### config.mk
export PLATFORM = sky130hd
export DESIGN_NAME = alu_mul_seq
export DESIGN_NICKNAME = d
export VERILOG_FILES = /design/src/rtl/alu_mul_seq.sv
export SDC_FILE = /design/constraint.sdc
export NUM_CORES = 1
export LEC_CHECK = 0
export CORE_MARGIN = 4
export CORE_UTILIZATION = 43
export CTS_BUF_LIST = sky130_fd_sc_hd__clkbuf_8
export DETAILED_ROUTE_END_ITERATION = 10
export PLACE_DENSITY_LB_ADDON = 0.08
export SYNTH_ARGS = -nofsm -noshare
export SYNTH_HDL_FRONTEND = slang
export SYNTH_SLANG_ARGS = --single-unit
### constraint.sdc
create_clock -name clk -period 1.6 [get_ports clk]
set_clock_uncertainty 0.05 [all_clocks]
set_input_delay 0.32 -clock clk [delete_from_list [all_inputs] [get_ports clk]]
set_output_delay 0.32 -clock clk [all_outputs]
set_load 0.05 [all_outputs]
### src/rtl/alu_mul_seq.sv
`default_nettype none
// ============================================================================
// Module   : alu_mul_seq
// Brief    : Sequential shift-add multiplier that borrows the shared ALU as
//            its adder. Each granted RUN cycle issues an ADD and folds the
//            sum and carry into a double-width shift register. The product
//            becomes valid after WIDTH granted iterations.
// Options  : ALU_MUL_SIGNED_EN - adds the i_is_signed port and a one-cycle
//            SIGN state that applies the product sign (magnitude multiply).
// Revision : 1.0 - initial release
// ============================================================================
module alu_mul_seq #(
  parameter int WIDTH = 32
) (
  input  logic             clk,
  input  logic             rst_n,
  input  logic             i_start,
  input  logic [WIDTH-1:0] i_a,
  input  logic [WIDTH-1:0] i_b,
`ifdef ALU_MUL_SIGNED_EN
  input  logic             i_is_signed,
`endif
  output logic             o_ready,
  output logic             o_done,
  output logic [WIDTH-1:0] o_prod_hi,
  output logic [WIDTH-1:0] o_prod_lo,
  output logic             o_alu_req,
  input  logic             i_alu_gnt,
  output logic             o_alu_oe,
  output logic [1:0]       o_alu_op,
  output logic [WIDTH-1:0] o_alu_a,
  output logic [WIDTH-1:0] o_alu_b,
  input  logic [WIDTH-1:0] i_alu_result,
  input  logic             i_alu_carry
);

  // ALU operation encoding shared with the ALU
  localparam logic [1:0] c_ALU_OP_PASS = 2'd0;
  localparam logic [1:0] c_ALU_OP_ADD  = 2'd1;

  // Iteration counter sized to hold 0 .. WIDTH-1
  localparam int                 c_CNT_W    = (WIDTH > 1) ? $clog2(WIDTH) : 1;
  localparam logic [c_CNT_W-1:0] c_CNT_LAST = c_CNT_W'(WIDTH - 1);

  typedef enum logic [1:0] {
    S_IDLE = 2'd0,
    S_RUN  = 2'd1,
`ifdef ALU_MUL_SIGNED_EN
    S_SIGN = 2'd2,
`endif
    S_DONE = 2'd3
  } state_e;

  state_e             r_state;
  logic               r_ready;
  logic               r_done;
  logic               r_alu_req;
  logic [1:0]         r_alu_op;
  logic [WIDTH-1:0]   r_mcand;
  logic [WIDTH-1:0]   r_mplier;
  logic [WIDTH-1:0]   r_acc;
  logic [c_CNT_W-1:0] r_cnt;
  logic [WIDTH-1:0]   r_prod_hi;
  logic [WIDTH-1:0]   r_prod_lo;

  // Next {acc, mplier}: ALU sum with carry shifted right by one, the
  // multiplier LSB just consumed drops out of the bottom.
  logic [2*WIDTH-1:0] w_shift;
  assign w_shift = {i_alu_carry, i_alu_result, r_mplier[WIDTH-1:1]};

  // Operand values loaded on accept (magnitudes when signed mode is used)
  logic [WIDTH-1:0] w_load_a;
  logic [WIDTH-1:0] w_load_b;
`ifdef ALU_MUL_SIGNED_EN
  logic               r_neg;
  logic [2*WIDTH-1:0] w_prod_raw;
  logic [2*WIDTH-1:0] w_prod_neg;

  // Absolute values; the most-negative value wraps to itself, which is its
  // correct unsigned magnitude.
  assign w_load_a   = (i_is_signed && i_a[WIDTH-1]) ? -i_a : i_a;
  assign w_load_b   = (i_is_signed && i_b[WIDTH-1]) ? -i_b : i_b;
  // Two's complement negation of the full double-width magnitude product
  assign w_prod_raw = {r_acc, r_mplier};
  assign w_prod_neg = -w_prod_raw;
`else
  // Unsigned build: operands load unchanged
  assign w_load_a = i_a;
  assign w_load_b = i_b;
`endif

  // Sequencer: accept, iterate on granted cycles, finalize, pulse done
  always_ff @(posedge clk or negedge rst_n) begin
    if (!rst_n) begin
      r_state   <= S_IDLE;
      r_ready   <= 1'b1;
      r_done    <= 1'b0;
      r_alu_req <= 1'b0;
      r_alu_op  <= c_ALU_OP_PASS;
      r_mcand   <= '0;
      r_mplier  <= '0;
      r_acc     <= '0;
      r_cnt     <= '0;
      r_prod_hi <= '0;
      r_prod_lo <= '0;
`ifdef ALU_MUL_SIGNED_EN
      r_neg     <= 1'b0;
`endif
    end else begin
      r_done <= 1'b0;
      case (r_state)
        S_IDLE: begin
          if (i_start) begin
            r_mcand   <= w_load_a;
            r_mplier  <= w_load_b;
            r_acc     <= '0;
            r_cnt     <= '0;
`ifdef ALU_MUL_SIGNED_EN
            r_neg     <= i_is_signed & (i_a[WIDTH-1] ^ i_b[WIDTH-1]);
`endif
            r_state   <= S_RUN;
            r_ready   <= 1'b0;
            r_alu_req <= 1'b1;
            r_alu_op  <= c_ALU_OP_ADD;
          end
        end
        S_RUN: begin
          // A denied grant is a full stall: nothing below is touched
          if (i_alu_gnt) begin
            {r_acc, r_mplier} <= w_shift;
            r_cnt             <= r_cnt + 1'b1;
            if (r_cnt == c_CNT_LAST) begin
              r_alu_req <= 1'b0;
              r_alu_op  <= c_ALU_OP_PASS;
`ifdef ALU_MUL_SIGNED_EN
              r_state   <= S_SIGN;
`else
              r_state   <= S_DONE;
              r_done    <= 1'b1;
              r_prod_hi <= w_shift[2*WIDTH-1:WIDTH];
              r_prod_lo <= w_shift[WIDTH-1:0];
`endif
            end
          end
        end
`ifdef ALU_MUL_SIGNED_EN
        S_SIGN: begin
          r_state <= S_DONE;
          r_done  <= 1'b1;
          if (r_neg) begin
            {r_prod_hi, r_prod_lo} <= w_prod_neg;
          end else begin
            {r_prod_hi, r_prod_lo} <= w_prod_raw;
          end
        end
`endif
        S_DONE: begin
          r_state <= S_IDLE;
          r_ready <= 1'b1;
        end
        default: begin
          r_state   <= S_IDLE;
          r_ready   <= 1'b1;
          r_alu_req <= 1'b0;
          r_alu_op  <= c_ALU_OP_PASS;
        end
      endcase
    end
  end

  // Output enable follows the live grant so the bus is released at once on
  // a denied cycle or when reset clears r_alu_req.
  assign o_alu_oe  = r_alu_req & i_alu_gnt;

  // Registered status and product outputs
  assign o_ready   = r_ready;
  assign o_done    = r_done;
  assign o_alu_req = r_alu_req;
  assign o_alu_op  = r_alu_op;
  assign o_prod_hi = r_prod_hi;
  assign o_prod_lo = r_prod_lo;

  // ALU operands: accumulator plus multiplicand gated by the multiplier LSB
  assign o_alu_a   = r_acc;
  assign o_alu_b   = r_mplier[0] ? r_mcand : '0;

endmodule
`default_nettype wire

## After elaboration in Yosys (flattened, before gate mapping)

Cells that the tools add are included.

- Bits in registers: 172
- Bits of input ports: 101
- Output and inout port bits: 134
- Logic and storage cells: 55

- $add $sub $neg: 1
- Eq/ne operators: 6
- Muxes and demuxes: 26
- Bitwise logic cells: 3
- Reductions and logical operators: 8

Operators with widths:

| operator | number |
|---|---|
| 2-to-1 mux 32 bit | 5 |
| case mux 32 bit (2 select lines) | 2 |
| 2-to-1 mux 2 bit | 5 |
| 2-to-1 mux 5 bit | 2 |
| case mux 5 bit (2 select lines) | 1 |
| AND reduction 3 bit | 3 |
| 2-to-1 mux 1 bit | 7 |
| != test 2 bit, second input constant | 3 |
| case mux 2 bit (3 select lines) | 1 |
| adder 5 x 1 -> 5 bit, second input constant | 1 |
| == test 5 bit, second input constant | 1 |
| case mux 2 bit (2 select lines) | 1 |
| AND reduction 2 bit | 2 |
| AND reduction 4 bit | 1 |
| case mux 1 bit (3 select lines) | 1 |
| == test 2 x 1 -> 1 bit, second input constant | 1 |
| == test 2 bit, second input constant | 1 |
| zero test 2 bit | 1 |
| inverter 1 bit | 2 |
| case mux 1 bit (2 select lines) | 1 |
| nonzero test 2 bit | 1 |
| AND 1 bit | 1 |

## Longest topological paths before layout

- Depth in word-level cells: 4
- Depth in mapped cells: 8
- Depth with buffers taken out: 6

## Worst setup path before layout

Ideal clock, no wire load.

- Path type: reg-to-reg
- Start: register r_cnt[0]
- End: register r_prod_hi[0], in the netlist o_prod_hi[0]
- Setup time: 125 ps
- Arrival time: 1607 ps
- Required time: 1425 ps
- Setup slack: -182 ps
- Stages on the path, launching flop included: 8
- Buffers on the path: 2
- Period minus slack after synthesis: 1782 ps
- Cells stage by stage: dfrtp_1 -> ha_1 -> and3_1 -> ha_1 -> nand2_2 -> buf_6 -> buf_6 -> mux2_4

- Cells in the longest elaborated chain, start to end: 2

RTL lines:

| item | RTL line | source |
|---|---|---|
| from (decl) | 62 | `logic [c_CNT_W-1:0] r_cnt;` |
| from (signal assigned) | 131 | `r_cnt <= r_cnt + 1'b1;` |
| == test 5 bit | 132 | `if (r_cnt == c_CNT_LAST) begin` |
| AND reduction 3 bit (no line) | - |  |
| to (signal assigned) | 140 | `r_prod_hi <= w_shift[2*WIDTH-1:WIDTH];` |
| to (decl) | 63 | `logic [WIDTH-1:0] r_prod_hi;` |

No other way between the ends.
A chain may end at the register's enable or synchronous reset.

## Worst setup path after layout

- Start: register r_cnt[0]
- End: register r_prod_lo[16], in the netlist o_prod_lo[16]

- Cells in the longest elaborated chain, start to end: 2

RTL lines:

| item | RTL line | source |
|---|---|---|
| == test 5 bit | 132 |  |
| AND reduction 3 bit (no line) | - |  |
| to (signal assigned) | 141 | `r_prod_lo <= w_shift[WIDTH-1:0];` |
| to (decl) | 64 | `logic [WIDTH-1:0] r_prod_lo;` |

No other way between the ends.

==> results_dict.tcl <==
set metrics [dict create \
    status "finished with violations" \
    violations "setup timing" \
    fmax_mhz 570 \
    ys_ff_latch 170 \
    synthCells 571 \
    clock_latency_ps 440 \
    cts_made_buffers 17 \
    dieHeight_um 136 \
    holdWs_ps 299 \
    cts_root_buf "clkbuf_8" \
    r2r_setup_slack_ps -150 \
    dp_cells 1007 \
    final_cells 1066 \
    io_pins 235 \
    async_reset_ff_share_pct 100 \
    path_clk_slew_ps 80 \
    syn_nets 674 \
    worstSetupPathType "reg2reg" \
    viasPerCell 5.12 \
    final_antenna_net_count 0 \
    crit_required_ps 1870 \
    final_util_pct 76.8 \
    grt_start_max_net_pins 45 \
    setup_viol 100 \
    yosys_warnings 0 \
    worstPathCellList "ha_2 -> and3_4 -> ha_4 -> nand2_8 -> buf_12 -> mux2_2" \
    crit_buf_inv 1 \
    dieArea_um2 18600 \
    drt-total-wl_um 21200 \
    synth_top_area_share_pct 59.7 \
    antenna_found_initial 0 \
    hold_class "in2async" \
    dp_slack_ps -301 \
    finalHoldViolCount 0 \
    arrival_ps 2030 \
    path_max_fanout 8 \
    finalNetCount 940 \
    max-clock-path-buffers 2 \
    initial_core_util_pct 44.3 \
    slowest_stage "dfrtp_1" \
    cts_tree "yes" \
    dp_hpwl_um 13500 \
    period_needed_ps 1750 \
    h-tree-depth 4 \
    vias 5462 \
    synth-main-ff-cell "dfrtp_1" \
    wl_met1_um 8780 \
    drv_slew 0 \
    irDropWorstVdd_v 0.000639 \
    grt_use_total_pct 21.1 \
    detailed_place.area_um2 11200 \
    synth_edf_count 0 \
    cts_sinks 170 \
    start_kind "register" \
    max_cap_violations 0 \
    coreArea_um2 16000 \
    power.static_leakage_nw 6.08 \
    syn_avg_cell_area_um2 12.4 \
    power_mw 16.4 \
    antenna_cells 0 \
    r2r_cells 6 \
    tns_ps -9310 \
    highest_layer "met4" \
    wl_per_cell_um 19.9 \
    drt_pass1_iterations 4 \
    drt_iter0_drc 233 \
    r2r-end "o_prod_lo[16]" \
    grt_pass1_vias 5568 \
    path_delay_family "flip-flops" \
    power_density_nw_per_um2 1330 \
    grt-ovfl-total 0 \
    synth_top_cell_by_area "dfrtp_1" \
    synth_area_um2 7090 \
    yosysSeqAreaShare_pct 60.0 \
    r2r-start "r_cnt[0]" \
    portBuffers 233 \
    post-synth-top-count-cell "dfrtp_1" \
    netlist_top_cells_count "dfrtp_1, nand2_1, mux2_4, nand3_1, mux2i_1" \
    endpoint_kind "register" \
    synth_cell_types 27 \
    die_x_um 136 \
    yosys-top-cells-area "dfrtp_1, mux2_4, nand2_1" \
    stdcell_area_um2 12300 \
    route.met2.wl_um 10500 \
    route.met3.wl_um 1390 \
    placementRows 46 \
    drc 0 \
    rsz0062_at_grt "true" \
    grt_first_pass_wirelength_um 30400 \
    layout-drive-gt1-share_pct 39.1 \
    period_share_pct 110 \
    gp_congestion 0.791 \
    fin_ws_ps -153 \
    cp_slowest_stage_delay_ps 390 \
    syn2layout_area_growth_pct 73.4 \
]
layout make-up:
| class | count | area, um2 |
|---|---|---|
| inverter | 4 | 15.0 |
| tap | 216 | 270 |
| clock buffer | 18 | 248 |
| fill | 1020 | 3710 |
| multi-input combinational | 355 | 2810 |
| timing repair buffer | 289 | 4520 |
| clock inverter | 14 | 170 |
| sequential | 170 | 4260 |
per-layer routing:
layer	global-route usage [%]	vias up
met4	6.94	0
met1	27.2	2736
met5	0	-
met3	5.48	39
li1	-	2484
met2	34.7	203
kinds of logic after synthesis:
family / synth area share (%)
AOI/OAI and AO/OA: 6.71
buffers and inverters: 3.97
DFF: 60.0
and+or+nand+nor: 11.9
other: 0.0529
muxes: 17.0
adders and majority gates: 0.353
layout by cell type (no fill, tap or decap), drive strengths merged, types with 2 or more instances in the layout:
master / instances
nand2: 102
nor2: 6
dfrtp: 169
bufinv: 3
clkinvlp: 3
inv: 8
ha: 2
mux2i: 34
mux2: 64
and2: 33
clkinv: 4
o21ai: 39
clkbuf: 28
nand3: 35
a22o: 32
buf: 179
clkdlybuf4s50: 99
how the worst max path moves through the flow:
| stage | depth (start not counted) | from | slack [ps] | endpoint |
|---|---|---|---|---|
| after global placement | 6 | i_alu_gnt | -260 | r_cnt[4] |
| after floorplan | 7 | r_cnt[0] | -120 | o_prod_hi[0] |
| after global routing | 6 | r_cnt[0] | -190 | o_prod_lo[16] |
| after detailed placement | 5 | i_start | -300 | r_mplier[19] |
| final | 6 | r_cnt[0] | -150 | o_prod_lo[16] |
| after CTS | 6 | r_cnt[1] | -170 | o_prod_lo[22] |
worst reg2reg max path: stages (launching register included):
cell and delay, ps:
dfrtp_1 390, ha_2 200, and3_4 150, ha_4 190, nand2_8 150, buf_12 170
mux2_2 340
report_power, final:
part	switching (mW)	total, mW	internal, mW
clock network	1.60	3.20	1.59
registers	0.902	6.12	5.22
logic	3.40	7.09	3.69
total	5.90	16.4	10.5
flip-flops by register name, summed over array words and instances (netlist names):
name       count
o_alu_a       32
o_alu_op       1
o_done         1
o_prod_hi     32
o_prod_lo     32
o_ready        1
r_cnt          5
r_mcand       32
r_mplier      32
r_state        2
repair_timing:
action / in CTS / in global routing
hold endpoints to repair: 29 / 0
cloned: 2 / 13
resized for setup: 51 / 36
setup endpoints to repair: 98 / 180
hold buffers: 1 / 0
buffers inserted: 0 / 11
pin swaps: 1 / 7
(Power assumes the default switching activity.)
